--- src/rtl/alu_exec_unit.sv ---
// Integer execute unit fed by the ALU reservation station. Single-cycle ALU
// ops, a multi-cycle Mul, and a result register that requests the CDB until granted.
module alu_exec_unit #(
  parameter int MUL_LATENCY = 3,
  parameter int ROB_IX_W    = 3
) (
  input  logic                clk_in,
  input  logic                rst_in,
  input  logic                flush_in,
  input  logic                valid_in,
  input  logic [31:0]         rval1_in,
  input  logic [31:0]         rval2_in,
  input  logic [3:0]          opcode_in,
  input  logic [ROB_IX_W-1:0] rob_ix_in,
  output logic                fu_busy_out,
  output logic                cdb_req_out,
  input  logic                cdb_grant_in,
  output logic [31:0]         cdb_value_out,
  output logic [ROB_IX_W-1:0] cdb_rob_ix_out,
  output logic                drop_err_out
);

  typedef enum logic [1:0] {IDLE, EXEC, WAIT_CDB} state_t;

  localparam logic [3:0] OP_MUL         = 4'd10;
  localparam logic [3:0] MUL_COUNT_INIT = 4'(MUL_LATENCY - 1);

  state_t      state;
  logic [3:0]  count;
  logic [31:0] op_a;
  logic [31:0] op_b;
  logic [31:0] alu_result;
  logic [31:0] mul_result;

  // Low 32 bits of a product are the same for signed and unsigned operands.
  always_comb begin
    alu_result = '0;
    case (opcode_in)
      4'd0:    alu_result = rval1_in + rval2_in;
      4'd1:    alu_result = rval1_in - rval2_in;
      4'd2:    alu_result = rval1_in & rval2_in;
      4'd3:    alu_result = rval1_in | rval2_in;
      4'd4:    alu_result = rval1_in ^ rval2_in;
      4'd5:    alu_result = {31'b0, $signed(rval1_in) < $signed(rval2_in)};
      4'd6:    alu_result = {31'b0, rval1_in < rval2_in};
      4'd7:    alu_result = rval1_in << rval2_in[4:0];
      4'd8:    alu_result = rval1_in >> rval2_in[4:0];
      4'd9:    alu_result = $signed(rval1_in) >>> rval2_in[4:0];
      4'd10:   alu_result = rval1_in * rval2_in;
      default: alu_result = '0;
    endcase
  end

  assign mul_result  = op_a * op_b;
  assign fu_busy_out = (state != IDLE);
  assign cdb_req_out = (state == WAIT_CDB);

  always_ff @(posedge clk_in or negedge rst_in) begin
    if (!rst_in) begin
      state          <= IDLE;
      count          <= '0;
      op_a           <= '0;
      op_b           <= '0;
      cdb_value_out  <= '0;
      cdb_rob_ix_out <= '0;
      drop_err_out   <= 1'b0;
    end else if (flush_in) begin
      // A flush coinciding with a grant still completes that transfer.
      state <= IDLE;
      count <= '0;
    end else begin
      case (state)
        IDLE: begin
          if (valid_in) begin
            cdb_rob_ix_out <= rob_ix_in;
            if (opcode_in == OP_MUL && MUL_LATENCY > 1) begin
              op_a  <= rval1_in;
              op_b  <= rval2_in;
              count <= MUL_COUNT_INIT;
              state <= EXEC;
            end else begin
              cdb_value_out <= alu_result;
              state         <= WAIT_CDB;
            end
          end
        end
        EXEC: begin
          if (valid_in) drop_err_out <= 1'b1;
          count <= count - 4'd1;
          if (count == 4'd1) begin
            cdb_value_out <= mul_result;
            state         <= WAIT_CDB;
          end
        end
        WAIT_CDB: begin
          if (valid_in) drop_err_out <= 1'b1;
          if (cdb_grant_in) state <= IDLE;
        end
        default: state <= IDLE;
      endcase
    end
  end

endmodule

--- config.mk ---
export PLATFORM = sky130hd
export DESIGN_NAME = alu_exec_unit
export DESIGN_NICKNAME = d
export VERILOG_FILES = /design/src/rtl/alu_exec_unit.sv
export SDC_FILE = /design/constraint.sdc
export NUM_CORES = 2
export LEC_CHECK = 0
export ABC_AREA = 1
export CAP_MARGIN = 25
export CELL_PAD_IN_SITES_DETAIL_PLACEMENT = 1
export CELL_PAD_IN_SITES_GLOBAL_PLACEMENT = 1
export CORE_ASPECT_RATIO = 0.75
export CORE_UTILIZATION = 25
export CTS_CLUSTER_SIZE = 28
export DETAILED_ROUTE_END_ITERATION = 8
export HOLD_SLACK_MARGIN = 0.05
export PLACE_DENSITY = 0.56
export SETUP_SLACK_MARGIN = 0.2
export SYNTH_ARGS = -nofsm -noshare
export SYNTH_HDL_FRONTEND = slang
export SYNTH_SLANG_ARGS = --single-unit
--- constraint.sdc ---
create_clock -name clk_in -period 13.5 [get_ports clk_in]
set_input_delay 1.35 -clock clk_in [delete_from_list [all_inputs] [get_ports clk_in]]
set_output_delay 1.35 -clock clk_in [all_outputs]
set_load 0.01 [all_outputs]
==> flow_summary.yaml <==
synth:
  ys_types: 63
  synth_edf_count: 0
  syn_area_sq_mm: 0.03021
  ys_warn_count: 0
  synth_area_per_cell_sq_um: 6.634
  netlist_instances: 4553
  synth-seq-area-share_pct: 8.781
  ys_ff_latch: 106
  postSynth.asyncResetShare_pct: 100.0
  synthFlopType: "dfrtp_1"
  synth_nets: 5264
routing:
  ant_nets: 0
  num_vias: 30120
  drt_iter0_markers: 2886
  first_pass_iters: 5
  drc: 0
  wl_um: 152100
  avgRoutedWirePerCell_um: 24.81
  routed_via_density: 4.914
clocking:
  cts_sinks: 106
  clkLatencyLatePin_ns: 0.41
  clockRootBuffer: "clkbuf_16"
  tritoncts: "yes"
  cts_resized: 0
  ctsHtreeMaxLevel: 3
  cts_buffer_depth: 2
  post_cts_buffers: 0
  cts_made_buffers: 9
  hold_buffers: 0
  clkTransAtPathRegs_ns: 0.09
floorplanning:
  dieHeight_um: 303.0
  core-area_sq_mm: 0.1199
  die_w_um: 403.4
  start_util_pct: 25.20
  core.rowCount: 110
  ioPinCount: 114
  die_area_sq_mm: 0.1222
sta:
  tns_ns: 0
  hold_violations: 0
  finClkSkew_ns: 0.01692
  finalSetupViolations: 0
  finalCritPeriodShare_pct: 57.66
  slew_viol_final: 0
  relSlewSlack_pct: 25.48
  fmax_mhz: 128.5
  tightestPinTransition_ns: 1.118
  rsz0062_at_grt: "no"
  fin_crit_ns: 7.784
grt:
  grt_antenna_before_repair: 8
  grt_overflow: 0
  grt_max_degree: 74
  grt_pass1_vias: 30390
  grt_pass1_wl_um: 219400
  grt_usage_pct: 24.85
finish:
  nFillCells: 15080
  layout_commonest_cell: "nand2_1"
  layout_common_cells: "nand2_1, inv_1, fa_1"
  drive_gt1_share_pct: 3.065
  synthToLayoutAreaGrowth_pct: 9.428
  utilization_pct: 27.57
  final_nets: 5209
worst_setup_path:
  worstSetupPathType: "reg2reg"
  cp_max_fo: 17
  cp_slowest_cell: "dfrtp_1"
  path_buf_inv: 7
  cpMostUsedCell: "fa_1"
  critPathRequiredTime_ns: 13.83
  start_kind: "register"
  critical_path.max_stage_delay_ns: 0.74
  cp.arrival_ns: 8.11
  path_delay_family: "adder cells"
  worstSetupEndpointType: "register"
power:
  powerDensity_mw_per_mm2: 210.4
  max-vdd-ir-drop_mv: 0.2150
  leakagePower_nw: 18.50
  fin_total_pwr_mw: 6.956
placed_design:
  port_buffers: 113
  gp_congestion: 1.031
  dp_hpwl_um: 124700
status:
  outcome: "finished clean"
run:
  cap_violations: 0
min_path:
  hold_class: "reg2reg"
-- worst min-delay path, stage by stage, from the launching register on --
cell and delay [ns]:
dfrtp_1 0.35, nand2_1 0.05, nand2_1 0.06
-- Yosys cell counts (12+ instances only) --
cell      count  share of area [%]
a21oi_1     207                3.4
buf_1        31               0.39
buf_2        67                1.1
clkbuf_1    112                1.4
dfrtp_1     106                8.8
fa_1        410                 27
ha_1        225                9.3
inv_1      1008                 13
inv_2        18               0.22
nand2_1    1333                 17
nand3_1     166                2.8
nand3b_1     12               0.30
nand4_1      35               0.72
nor2_1      186                2.3
nor3_1       21               0.35
o211ai_1     24               0.60
o21a_1       15               0.37
o21ai_0     312                5.2
o21ai_1      38               0.63
o21bai_1     12               0.30
o22ai_1      22               0.46
or2_2        18               0.37
xor2_1       13               0.38
-- flip-flops by register name, summed over array words and instances (netlist names) --
register / count
op_b: 32
cdb_rob_ix_out: 3
op_a: 32
cdb_value_out: 32
state: 2
drop_err_out: 1
count: 4
-- layout make-up --
cell class | instances | area [sq um] | share of cell area [%]
multi-input combinational | 3188 | 22660 | 68.57
inverter | 1028 | 3860 | 11.68
clock inverter | 7 | 93.84 | 0.2839
clock buffer | 9 | 225.2 | 0.6814
sequential | 106 | 2653 | 8.025
tap | 1624 | 2032 | 6.147
timing repair buffer | 165 | 1521 | 4.603
antenna | 2 | 5.005 | 0.01514
-- final timing paths --
kind                                   startpoint           endpoint  slack (ns)  cells after the start
worst min register to register  cdb_value_out[10]  cdb_value_out[10]        0.49                      2
worst max register to register            op_b[5]  cdb_value_out[27]        5.72                     27
worst min-delay path            cdb_value_out[10]  cdb_value_out[10]        0.49                      2
max in group asynchronous                  rst_in           op_b[23]       11.19                      2
worst max-delay path                      op_b[5]  cdb_value_out[27]        5.72                     27
min in group asynchronous                  rst_in           state[1]        0.94                      1
-- power breakdown --
| group | internal (mW) | switching, mW | total, mW |
|---|---|---|---|
| registers | 0.433 | 0.286 | 0.719 |
| clock network | 0.149 | 0.157 | 0.306 |
| logic | 1.98 | 3.95 | 5.93 |
| total | 2.56 | 4.39 | 6.96 |
-- cells by family (layout without fill, tap and decap cells) --
family	after synthesis	count (layout)	synth area share, %
AO/OA/AOI/OAI	716	716	13.25
XOR/XNOR	24	24	0.6959
adder cells (fa/ha/maj)	635	635	36.49
buffers and inverters	1259	1209	16.21
flip-flops	106	106	8.781
multiplexers	12	12	0.4101
other	0	2	0
AND/OR/NAND/NOR	1801	1801	24.15
-- stage by stage --
stage / hold slack, ns / instances / setup slack [ns] / instance area [sq um]
finish: 0.4921 / 6129 / 5.716 / 33050
global route: 0.5166 / 6127 / 5.261 / 33050
CTS: 0.4942 / 6126 / 5.622 / 33020
detailed placement: 0.4583 / 6110 / 5.733 / 32700
global placement: 0.4707 / 6109 / 5.703 / 32700
floorplan: 0.4534 / 4553 / 7.050 / 30210
-- layer usage --
metal / part of all wire [%] / GRT usage [%] / up-vias
met5: 0.072 / 0.6484 / -
met4: 1.3 / 3.223 / 2
met3: 9.5 / 7.353 / 94
met2: 37 / 32.36 / 1015
met1: 52 / 39.63 / 15350
li1: - / - / 13660
(Power assumes the default switching activity.)
